[src/rtl/mul_hilo_if.sv]
// mul_hilo_if: decode-side bundle for the HI/LO multiply sequencer
//   master (decode): drives start, a, b, sel; sees busy, done, stall, hi, lo, hilo_out
//   slave  (mul_hilo_ctl): the reverse
interface mul_hilo_if #(parameter int WIDTH = 32);
    logic             start;
    logic [WIDTH-1:0] a;
    logic [WIDTH-1:0] b;
    logic [1:0]       sel;
    logic             busy;
    logic             done;
    logic             stall;
    logic [WIDTH-1:0] hi;
    logic [WIDTH-1:0] lo;
    logic [WIDTH-1:0] hilo_out;
    modport master (output start, a, b, sel, input busy, done, stall, hi, lo, hilo_out);
    modport slave  (input start, a, b, sel, output busy, done, stall, hi, lo, hilo_out);
endinterface

[src/rtl/mul_hilo_ctl.sv]
// mul_hilo_ctl: shift-add multiply sequencer owning HI/LO, with mfhi/mflo read and stall
//   clk, rst : clock, async active-high reset
//   bus      : mul_hilo_if.slave (start/a/b/sel in; busy/done/stall/hi/lo/hilo_out out)
module mul_hilo_ctl #(
    parameter int WIDTH = 32
) (
    input logic       clk,
    input logic       rst,
    mul_hilo_if.slave bus
);
    localparam int CW = $clog2(WIDTH) + 1;
    typedef enum logic [1:0] {IDLE, RUN, DONE} state_t;
    state_t               r_state;
    logic [WIDTH-1:0]     r_mcand;
    logic [WIDTH-1:0]     r_hi;
    logic [WIDTH-1:0]     r_lo;
    logic [2*WIDTH-1:0]   r_acc;
    logic [CW-1:0]        r_cnt;
    logic [WIDTH:0]       w_sum;
    logic [2*WIDTH-1:0]   w_next;
    logic                 w_last;
    logic                 w_rd;
    // the add carry is shifted straight into the upper half, so no carry bit needs to persist
    assign w_sum  = {1'b0, r_acc[2*WIDTH-1:WIDTH]} + (r_acc[0] ? {1'b0, r_mcand} : '0);
    assign w_next = {w_sum, r_acc[WIDTH-1:1]};
    assign w_last = r_cnt == CW'(WIDTH - 1);
    assign w_rd   = bus.sel == 2'b01 || bus.sel == 2'b10;
    always_ff @(posedge clk or posedge rst) begin
        if (rst) begin
            r_state <= IDLE;
            r_mcand <= '0;
            r_acc   <= '0;
            r_cnt   <= '0;
            r_hi    <= '0;
            r_lo    <= '0;
        end else begin
            case (r_state)
                IDLE, DONE: begin
                    if (bus.start) begin
                        r_mcand <= bus.a;
                        r_acc   <= {{WIDTH{1'b0}}, bus.b};
                        r_cnt   <= '0;
                        r_state <= RUN;
                    end else begin
                        r_state <= IDLE;
                    end
                end
                RUN: begin
                    r_acc <= w_next;
                    r_cnt <= r_cnt + 1'b1;
                    if (w_last) begin
                        r_hi    <= w_next[2*WIDTH-1:WIDTH];
                        r_lo    <= w_next[WIDTH-1:0];
                        r_state <= DONE;
                    end
                end
                default: r_state <= IDLE;
            endcase
        end
    end
    assign bus.busy     = r_state == RUN;
    assign bus.done     = r_state == DONE;
    assign bus.stall    = bus.busy && (bus.start || w_rd);
    assign bus.hi       = r_hi;
    assign bus.lo       = r_lo;
    assign bus.hilo_out = bus.sel == 2'b01 ? r_hi : bus.sel == 2'b10 ? r_lo : '0;
endmodule

[src/flat_wrapper.sv]
// flat-port wrapper written by rule: the top's interface ports become plain ports
module mul_hilo_ctl_flat 
#(
    parameter int WIDTH = 32
)
  (clk, rst, bus_start, bus_a, bus_b, bus_sel, bus_busy, bus_done, bus_stall, bus_hi, bus_lo, bus_hilo_out);
  mul_hilo_if #(.WIDTH(WIDTH)) bus_i ();
  input logic clk;
  input logic rst;
  input wire logic [$bits(bus_i.start)-1:0] bus_start;
  input wire logic [$bits(bus_i.a)-1:0] bus_a;
  input wire logic [$bits(bus_i.b)-1:0] bus_b;
  input wire logic [$bits(bus_i.sel)-1:0] bus_sel;
  output wire logic [$bits(bus_i.busy)-1:0] bus_busy;
  output wire logic [$bits(bus_i.done)-1:0] bus_done;
  output wire logic [$bits(bus_i.stall)-1:0] bus_stall;
  output wire logic [$bits(bus_i.hi)-1:0] bus_hi;
  output wire logic [$bits(bus_i.lo)-1:0] bus_lo;
  output wire logic [$bits(bus_i.hilo_out)-1:0] bus_hilo_out;
  assign bus_i.start = bus_start;
  assign bus_i.a = bus_a;
  assign bus_i.b = bus_b;
  assign bus_i.sel = bus_sel;
  assign bus_busy = bus_i.busy;
  assign bus_done = bus_i.done;
  assign bus_stall = bus_i.stall;
  assign bus_hi = bus_i.hi;
  assign bus_lo = bus_i.lo;
  assign bus_hilo_out = bus_i.hilo_out;
  mul_hilo_ctl #(.WIDTH(WIDTH)) u_core (.clk(clk), .rst(rst), .bus(bus_i));
endmodule
[config.mk]
export PLATFORM = sky130hd
export DESIGN_NAME = mul_hilo_ctl_flat
export DESIGN_NICKNAME = d
export VERILOG_FILES = /design/src/rtl/mul_hilo_if.sv /design/src/rtl/mul_hilo_ctl.sv /design/src/flat_wrapper.sv
export SDC_FILE = /design/constraint.sdc
export NUM_CORES = 1
export LEC_CHECK = 0
export ABC_AREA = 1
export BUFFER_PORTS_ARGS = -buffer_cell sky130_fd_sc_hd__buf_2
export CAP_MARGIN = 20
export CELL_PAD_IN_SITES_DETAIL_PLACEMENT = 1
export CELL_PAD_IN_SITES_GLOBAL_PLACEMENT = 1
export CORE_ASPECT_RATIO = 1.75
export CORE_MARGIN = 3
export CORE_UTILIZATION = 45
export CTS_BUF_LIST = sky130_fd_sc_hd__clkbuf_4 sky130_fd_sc_hd__clkbuf_8
export CTS_CLUSTER_DIAMETER = 60
export DETAILED_ROUTE_END_ITERATION = 10
export PLACE_DENSITY_LB_ADDON = 0.1
export SLEW_MARGIN = 20
export SYNTH_ARGS = -nofsm -noshare
export SYNTH_HDL_FRONTEND = slang
export SYNTH_SLANG_ARGS = --single-unit
[constraint.sdc]
create_clock -name clk -period 8.68 [get_ports clk]
set_input_delay 0 -clock clk [delete_from_list [all_inputs] [get_ports clk]]
set_output_delay 0 -clock clk [all_outputs]
set_load 0.01 [all_outputs]
==> results of run 1 <==
power breakdown:
group          total (mW)  switching [mW]  internal, mW
Combinational        2.23            1.47         0.763
Clock               0.583           0.325         0.258
Sequential           1.45           0.279          1.17
final cells by class:
type / count / area, um2
fill: 2710 / 9010
sequential: 168 / 4200
tap: 248 / 310
clock inverter: 11 / 111
timing repair buffer: 238 / 1530
clock buffer: 21 / 283
inverter: 235 / 887
multi-input combinational: 887 / 4210
routing by layer:
layer	wire length (um)	global-route usage (%)	up-vias
li1	-	-	4543
met1	12700	32.6	4514
met2	16300	50.9	183
met3	972	4.34	64
met4	977	10.0	0
met5	0	0	-
kinds of logic (layout without fill, tap and decap cells):
kind of cell | Yosys count | count (layout)
buffers and inverters | 281 | 505
DFF | 168 | 168
AOI/OAI and AO/OA | 162 | 162
xor gates and xnor gates | 14 | 14
adders and majority gates | 36 | 36
and+or+nand+nor | 675 | 675
state kept, by name, indices dropped and copies added, names as in the netlist:
| signal | cells |
|---|---|
| u_core.r_acc | 64 |
| u_core.r_state | 2 |
| u_core.bus.lo | 32 |
| u_core.bus.hi | 32 |
| u_core.r_mcand | 32 |
| u_core.r_cnt | 6 |
stage by stage:
step | area, um2 | instances | utilization, % | power [mW]
detailed placement | 10500 | 1711 | 51.1 | 3.66
CTS | 11500 | 1808 | 56.2 | 4.28
finish | 11500 | 1808 | 56.2 | 4.27
global placement | 10500 | 1711 | 51.1 | 3.59
global route | 11500 | 1808 | 56.2 | 4.64
floorplan | 9520 | 1336 | - | 2.86
worst min-delay path, cell delays in order:
cell and delay (ns):
dlygate4sd3_1 0.53, buf_2 0.15, inv_6 0.60
cell usage in the layout (no fill, tap or decap), types with 31 or more instances in the layout:
cell type        n
nand2_1        544
inv_1          228
dfrtp_1        168
buf_2          167
o21ai_0         85
nand3_1         66
dlygate4sd3_1   65
nor2_1          47
ha_1            35
o221ai_1        31
path summary, 6_finish.rpt:
path                                    from                  to  slack [ns]  depth (start not counted)
setup / recovery           u_core.r_state[0]   u_core.bus.hi[19]        5.43                          7
setup reg to reg           u_core.r_state[0]   u_core.bus.hi[19]        5.43                          7
min in group clk                   bus_a[17]  u_core.r_mcand[17]        0.24                          4
max in group asynchronous                rst   u_core.bus.lo[28]        6.89                          4
hold / removal                           rst   u_core.bus.hi[25]        0.24                          3
hold reg to reg              u_core.r_cnt[5]   u_core.r_state[1]        0.48                          1
==> results_dict.tcl, run 1 <==
set metrics [dict create \
    status "completed" \
    synth_area_per_cell_um2 7.12 \
    worstSetupEndpointType "flip-flop" \
    vdd_drop_max_v 0.000177 \
    cts_hold_buffers 65 \
    netlist_area_mm2 0.00952 \
    cts_buffer_depth 2 \
    drv_cap 0 \
    numClockSinks 168 \
    fin_skew_ns 0.0321 \
    yosys.area.top_type "dfrtp_1" \
    syn-num-nets 1441 \
    htree_levels 4 \
    synth_top_area_share_pct 44.2 \
    wl_per_cell_um 17.1 \
    ys.flop_type "dfrtp_1" \
    clock_latency_ns 0.51 \
    drtPass1Iterations 4 \
    totalWireLength_um 31000 \
    hpwl_um 22800 \
    layout-drive-gt1-share_pct 13.9 \
    cts_setup_buffers 0 \
    setup_tns_ns 0 \
    worst_slew_pin_slew_ns 0.995 \
    die_w_um 116 \
    worstSetupStartpointType "flip-flop" \
    yosys.area_share.xor_xnor_pct 1.29 \
    first_iter_violations 414 \
    grt_usage_pct 27.9 \
    antenna_found_initial 0 \
    async_reset_ff_share_pct 100 \
    clockRootBuffer "clkbuf_8" \
    drv_slew 0 \
    synth_area_leaders "dfrtp_1, nand2_1, inv_1" \
    period_share_pct 37.4 \
    gp_congestion 0.910 \
    fp.coreArea_mm2 0.0205 \
    muxShareOfSynthArea_pct 0 \
    io_pins 168 \
    numCtsBuffers 17 \
    grt_pass1_vias 10000 \
    synth_edf_count 0 \
    p_leak_nw 6.57 \
    diodes 0 \
    worst-setup-path-type "reg2reg" \
    dr_total_vias 9304 \
    relSlewSlack_pct 33.5 \
    drc 0 \
    setup-violations-final 0 \
    ant_nets 0 \
    synth_cells 1336 \
    dp_slack_ns 5.45 \
    synthDistinctLibCells 31 \
    area_delta_synth_final_pct 21.3 \
    critPathSlowestCell "nor2_4" \
    cp_cell_sequence "inv_2 > nor2_4 > inv_2 > nor2_4 > buf_4 > nand3_1 > o21ai_0" \
    critical_path_arrival_ns 3.65 \
    power.density_mw_per_mm2 370 \
    hold_class "in2async" \
    fmaxAchievable_mhz 308 \
    finalWorstSetupSlack_ns 5.43 \
    grt_max_degree 98 \
    yosysWarnings 0 \
    hold_viol 0 \
    period_needed_ns 3.25 \
    cts_resized 0 \
    cts_tree "done" \
    synth_most_common_cell "nand2_1" \
    crit_buf_inv 3 \
    die_h_um 198 \
    fin_nets 1652 \
    grt_pass1_wl_um 50100 \
    vias_per_cell 5.15 \
    yosys.area_share.simple_pct 28.0 \
    grt_overflow 0 \
    rsz0062_at_grt "no" \
    num_rows 69 \
    start_util_pct 46.3 \
    cpPeakStageDelay_ns 0.66 \
    die_area_mm2 0.0230 \
    clk_pin_slew_worst_paths_ns 0.12 \
    yosys-top-cells-count "nand2_1, inv_1, dfrtp_1" \
    ys_ff_latch 168 \
    synth-compound-area-share_pct 10.1 \
    yosysSeqAreaShare_pct 44.2 \
    cp.required_ns 9.08 \
    io_buffers 167 \
    crit_fanout 57 \
    synth_top_family_by_area "simple AND/OR/NAND/NOR gates" \
    synth_fa_ha_area_share_pct 4.81 \
    path_delay_family "simple AND/OR/NAND/NOR gates" \
    hold_slack_ns 0.237 \
]
No activity file was read; power rests on OpenSTA's default activity.
==> inputs of run 2 (changes only) <==
--- a/config.mk
+++ b/config.mk
@@ -12,7 +12,7 @@
 export CELL_PAD_IN_SITES_GLOBAL_PLACEMENT = 1
 export CORE_ASPECT_RATIO = 1.75
 export CORE_MARGIN = 3
-export CORE_UTILIZATION = 45
+export CORE_UTILIZATION = 38
 export CTS_BUF_LIST = sky130_fd_sc_hd__clkbuf_4 sky130_fd_sc_hd__clkbuf_8
 export CTS_CLUSTER_DIAMETER = 60
 export DETAILED_ROUTE_END_ITERATION = 10
==> constraint.sdc (replaced) <==
create_clock -name clk -period 2.6 [get_ports clk]
set_input_delay 0 -clock clk [delete_from_list [all_inputs] [get_ports clk]]
set_output_delay 0 -clock clk [all_outputs]
set_load 0.01 [all_outputs]
==> run 2 against run 1 <==
  * Final cell count grew 4.5%
  * Non-clock buffer count increased by 17
  * First-iteration DRC count decreased by 29%
  * Total power grew to 3.4 times the previous value
  * Maximum frequency is 31% higher
  * Die area increased by 18%
  * Sequential share of layout area shrank 0.95 points
  * Critical path type unchanged
  * Critical endpoint is now u_core.r_acc[62]
  * Largest cell class unchanged
  * Largest power group unchanged
  * Highest routed layer unchanged
==> results_dict.tcl, run 2 (synthesis gave the netlist of run 1 again) <==
set metrics [dict create \
    r2r_slack_ns 0.12 \
    setup_tns_ns 0 \
    cp.required_ns 2.98 \
    numCtsBuffers 17 \
    cpPeakStageDelay_ns 0.50 \
    hold_class "in2reg" \
    die_area_mm2 0.0271 \
    multi_input_area_mm2 0.00425 \
    clk_pin_slew_worst_paths_ns 0.10 \
    grt_usage_pct 24.5 \
    die_h_um 215 \
    fmaxAchievable_mhz 403 \
    hold_viol 0 \
    clockRootBuffer "clkbuf_8" \
    grt_pass1_wl_um 52600 \
    relSlewSlack_pct 41.9 \
    cts_tree "done" \
    r2r-end "u_core.r_acc[62]" \
    drv_slew 0 \
    area_delta_synth_final_pct 24.6 \
    wl_per_cell_um 17.0 \
    grt_max_degree 74 \
    vdd_drop_max_v 0.000500 \
    dpl_cell_area_mm2 0.0107 \
    final_common_cell "nand2_1" \
    grt_pass1_vias 10100 \
    critical_path_arrival_ns 2.87 \
    dp_slack_ns 0.0204 \
    status "completed" \
    totalWireLength_um 32200 \
    power.density_mw_per_mm2 1230 \
    crit_end "u_core.r_acc[62]" \
    r2r_cells 14 \
    postLayoutCellArea_mm2 0.0119 \
    cts_buffer_depth 2 \
    first_iter_violations 294 \
    largest_reg_flops 64 \
    fillers 3169 \
    io_buffers 167 \
    diodes 0 \
    gp_congestion 0.932 \
    crit_fanout 8 \
    fin_skew_ns 0.0144 \
    ant_nets 0 \
    antenna_found_initial 0 \
    start_util_pct 38.6 \
    htree_levels 4 \
    critPathSlowestCell "dfrtp_2" \
    fp.coreArea_mm2 0.0246 \
    period_needed_ns 2.48 \
    drv_cap 0 \
    dp_cells 1791 \
    cp_cell_sequence "buf_4 > nand2_1 > inv_1 > ha_1 > nand2_2 > inv_1 > a21oi_1 > nand2_1 > nand2_1 > nand2_1 > nand2_1 > nand3_1 > nand3_1 > nand2_1" \
    die_w_um 126 \
    finalWorstSetupSlack_ns 0.117 \
    p_leak_nw 6.69 \
    num_rows 76 \
    reg2reg_from "u_core.r_acc[0]" \
    numClockSinks 168 \
    drc 0 \
    dr_total_vias 9250 \
    critPathMostFrequentCell "nand2_1" \
    drtPass1Iterations 5 \
    worst-setup-path-type "reg2reg" \
    regArea_mm2 0.00421 \
    layout-drive-gt1-share_pct 15.5 \
    clock_latency_ns 0.50 \
    startpoint "u_core.r_acc[0]" \
    vias_per_cell 4.90 \
    setup-violations-final 0 \
    io_pins 168 \
    period_share_pct 95.5 \
    hpwl_um 24200 \
    layoutNonFillerInstCount 1889 \
    grt_overflow 0 \
    largest-register "u_core.r_acc" \
    worstSetupStartpointType "flip-flop" \
    fin_nets 1669 \
    worst_slew_pin_slew_ns 0.871 \
    layout_common_cells "nand2_1, inv_1, buf_2, dfrtp_1, o21ai_0" \
    worstSetupEndpointType "flip-flop" \
]
[run 2: changes by cell type in the layout (fill, tap and decap cells not counted), sizes merged]
cell	delta
buf	+17
bufinv	+1
clkbuf	-2
clkinv	-1
clkinvlp	+1
inv	+1
[run 2: routing by layer]
layer | wire length, um | up-vias | track usage (%) | part of all wire (%)
met3 | 1100 | 54 | 4.05 | 3.4
met5 | 0 | - | 0 | 0
met1 | 13200 | 4453 | 28.9 | 41
li1 | - | 4571 | - | -
met4 | 893 | 0 | 8.54 | 2.8
met2 | 17000 | 172 | 44.6 | 53
[run 2: final cells by class]
cell class,instances,area share (%)
inverter,235,7.47
sequential,168,35.5
multi-input combinational,887,35.8
tap,312,3.29
clock buffer,19,2.15
timing repair buffer,255,14.4
clock inverter,13,1.35
[run 2: where the power goes]
| group | switching [mW] | leakage [nW] | internal, mW |
|---|---|---|---|
| Combinational | 4.98 | 4.50 | 2.76 |
| Clock | 1.12 | 0.209 | 0.920 |
| Sequential | 0.909 | 1.98 | 3.91 |
[run 2: repair_timing]
item                       in CTS  in global routing
buffers inserted                0                  1
hold endpoints to repair       93                  0
gates resized for setup         0                 10
setup endpoints to repair       0                 40
hold buffers                   65                  0
[run 2: worst min path at each step]
stage	start	to	slack, ns	cells past startpoint
after detailed placement	rst	u_core.bus.lo[5]	0.21	2
after floorplan	bus_a[0]	u_core.r_mcand[0]	0.12	2
after CTS	bus_start	u_core.r_acc[47]	0.18	8
after global placement	bus_a[24]	u_core.r_mcand[24]	0.20	3
after global routing	bus_b[23]	u_core.r_acc[23]	0.23	4
final	bus_start	u_core.r_acc[47]	0.20	8
[run 2: per-stage QoR]
stage	power, mW	util, %	hold WS, ns
after floorplan	9.54	-	0.117
after global placement	12.3	43.6	0.202
after detailed placement	12.5	43.6	0.210
after CTS	14.7	48.0	0.179
after global routing	16.0	48.1	0.234
final	14.6	48.1	0.201
[run 2: critical path, delay by kind of cell (launching register included)]
family / cells / cell delay (ns)
AND/OR/NAND/NOR: 9 / 1.01
flip-flops: 1 / 0.50
buffers and inverters: 3 / 0.26
adder cells (fa/ha/maj): 1 / 0.37
AO/OA/AOI/OAI: 1 / 0.23
==> inputs of run 3 (changes only) <==
==> constraint.sdc (replaced) <==
create_clock -name clk -period 2.2 [get_ports clk]
set_input_delay 0 -clock clk [delete_from_list [all_inputs] [get_ports clk]]
set_output_delay 0 -clock clk [all_outputs]
set_load 0.01 [all_outputs]
==> run 3 against run 2 <==
  * The run now ends with negative setup slack left
  * Register-to-register slack lost 0.13 ns
  * Clock skew is 0.0022 ns lower
  * Final cell count is 3.5% higher
  * Via count increased by 3.8%
==> results_dict.tcl, run 3 (synthesis gave the netlist of run 1 again) <==
set metrics [dict create \
    status "finished, violations left" \
    violations "negative setup slack" \
    power.density_mw_per_mm2 1510 \
    die_area_mm2 0.0271 \
    critPathSlowestCell "dfrtp_1" \
    layout-drive-gt1-share_pct 24.7 \
    clock_latency_ns 0.51 \
    area_delta_synth_final_pct 35.6 \
    first_iter_violations 311 \
    grt_usage_pct 25.1 \
    critical_path_arrival_ns 2.61 \
    die_w_um 126 \
    r2r_slack_ns -0.01 \
    relSlewSlack_pct 57.3 \
    critPathMostFrequentCell "nand2_1" \
    drtPass1Iterations 4 \
    dr_total_vias 9599 \
    r2r_cells 14 \
    grt_pass1_vias 10300 \
    period_share_pct 101 \
    fp.coreArea_mm2 0.0246 \
    grt_max_degree 76 \
    post-route-util_pct 52.4 \
    vias_per_cell 4.91 \
    die_h_um 215 \
    numClockSinks 168 \
    final_common_cell "nand2_1" \
    antenna_found_initial 1 \
    vdd_drop_max_v 0.000644 \
    hold_viol 0 \
    wl_per_cell_um 17.2 \
    path_delay_family "simple AND/OR/NAND/NOR gates" \
    rsz0062_at_grt "yes" \
    io_pins 168 \
    fmaxAchievable_mhz 452 \
    totalWireLength_um 33600 \
    worst_slew_pin_slew_ns 0.640 \
    crit_fanout 24 \
    drv_cap 0 \
    fin_nets 1735 \
    grt_pass1_wl_um 53400 \
    numCtsBuffers 17 \
    hold_class "in2async" \
    worstSetupStartpointType "flip-flop" \
    htree_levels 4 \
    setup_tns_ns -0.0214 \
    cp_cell_sequence "buf_12 > nand2_1 > inv_1 > ha_1 > nand2_1 > nor2_1 > buf_4 > nand2_1 > nor2_1 > nand2_2 > nand2_1 > nand2_1 > nand3_1 > nand2_1" \
    cp.required_ns 2.60 \
    largest-register "u_core.r_acc" \
    setup-violations-final 2 \
    drv_slew 0 \
    crit_buf_inv 3 \
    worstSetupEndpointType "flip-flop" \
    cts_tree "done" \
    period_needed_ns 2.21 \
    dpl_cell_area_mm2 0.0111 \
    gp_congestion 0.916 \
    reg2reg_from "u_core.r_acc[0]" \
    start_util_pct 38.6 \
    drc 0 \
    cts_buffer_depth 2 \
    num_rows 76 \
    clockRootBuffer "clkbuf_8" \
    hpwl_um 25000 \
    ant_nets 0 \
    postLayoutCellArea_mm2 0.0129 \
    io_buffers 167 \
    clk_pin_slew_worst_paths_ns 0.10 \
    largest_reg_flops 64 \
    layout_common_cells "nand2_1, inv_1, dfrtp_1" \
    worst-setup-path-type "reg2reg" \
    fin_skew_ns 0.0122 \
    cpPeakStageDelay_ns 0.43 \
    p_leak_nw 7.01 \
    r2r-end "u_core.r_acc[60]" \
    finalWorstSetupSlack_ns -0.0121 \
    grt_overflow 0 \
]
## run 3: cell types whose count changed in the layout (fill, tap and decap cells not counted), sizes merged
cell / change
buf: +55
dlygate4sd3: +11
clkinv: -1
diode: +1
inv: +3
clkbuf: -2
## run 3: what timing repair did
item / CTS / global route
hold endpoints to repair: 232 / 0
pin swaps: 4 / 6
cloned: 0 / 0
hold buffers: 76 / 0
setup buffers: 1 / 3
endpoints found under the setup margin: 47 / 50
gates resized for setup: 40 / 90
## run 3: worst max path at each step
stage / slack [ns] / end / cells past startpoint / from
final: -0.01 / u_core.r_acc[60] / 14 / u_core.r_acc[0]
after global placement: -0.15 / u_core.r_acc[60] / 16 / u_core.r_acc[0]
after floorplan: 0.06 / u_core.bus.hi[0] / 1 / rst
after CTS: -0.009 / u_core.bus.hi[20] / 16 / u_core.r_acc[0]
after global routing: -0.16 / u_core.bus.hi[28] / 14 / u_core.r_acc[0]
after detailed placement: -0.22 / u_core.bus.hi[28] / 15 / u_core.r_acc[0]
## run 3: layout make-up
class	instances	area, um2
diodes	1	2.50
well taps	312	390
clock buffers	17	234
repair buffers	321	2220
inverters	235	886
multi-input cells	887	4790
flip-flops and latches	168	4200
clock inverters	15	179
fillers	3146	11700
## run 3: worst register-to-register path, stage by stage, from the launching register on
cell and delay (ns):
dfrtp_1 0.43, buf_12 0.18, nand2_1 0.08, inv_1 0.04, ha_1 0.34, nand2_1 0.13
nor2_1 0.22, buf_4 0.15, nand2_1 0.06, nor2_1 0.13, nand2_2 0.10, nand2_1 0.07
nand2_1 0.06, nand3_1 0.07, nand2_1 0.05
## run 3: metal layers
layer | wire [um] | global-route usage (%)
met5 | 0 | 0
met4 | 781 | 8.03
met3 | 1020 | 4.23
met2 | 18100 | 46.5
met1 | 13700 | 28.9
## run 3: stage by stage
step                      power (mW)  std cells  hold slack [ns]  setup slack [ns]
final                           19.5       1956           0.0555           -0.0121
after global routing            21.2       1956           0.0503            -0.158
after CTS                       18.9       1952           0.0197          -0.00866
after detailed placement        15.7       1843           0.0379            -0.219
after global placement          15.4       1843           0.0344            -0.155
after floorplan                 11.3       1336            0.117            0.0593
## run 3: power by group
part	total [mW]	switching, mW	internal, mW
logic	11.3	6.60	4.71
registers	5.79	1.17	4.62
clock network	2.42	1.37	1.06
total	19.5	9.14	10.4
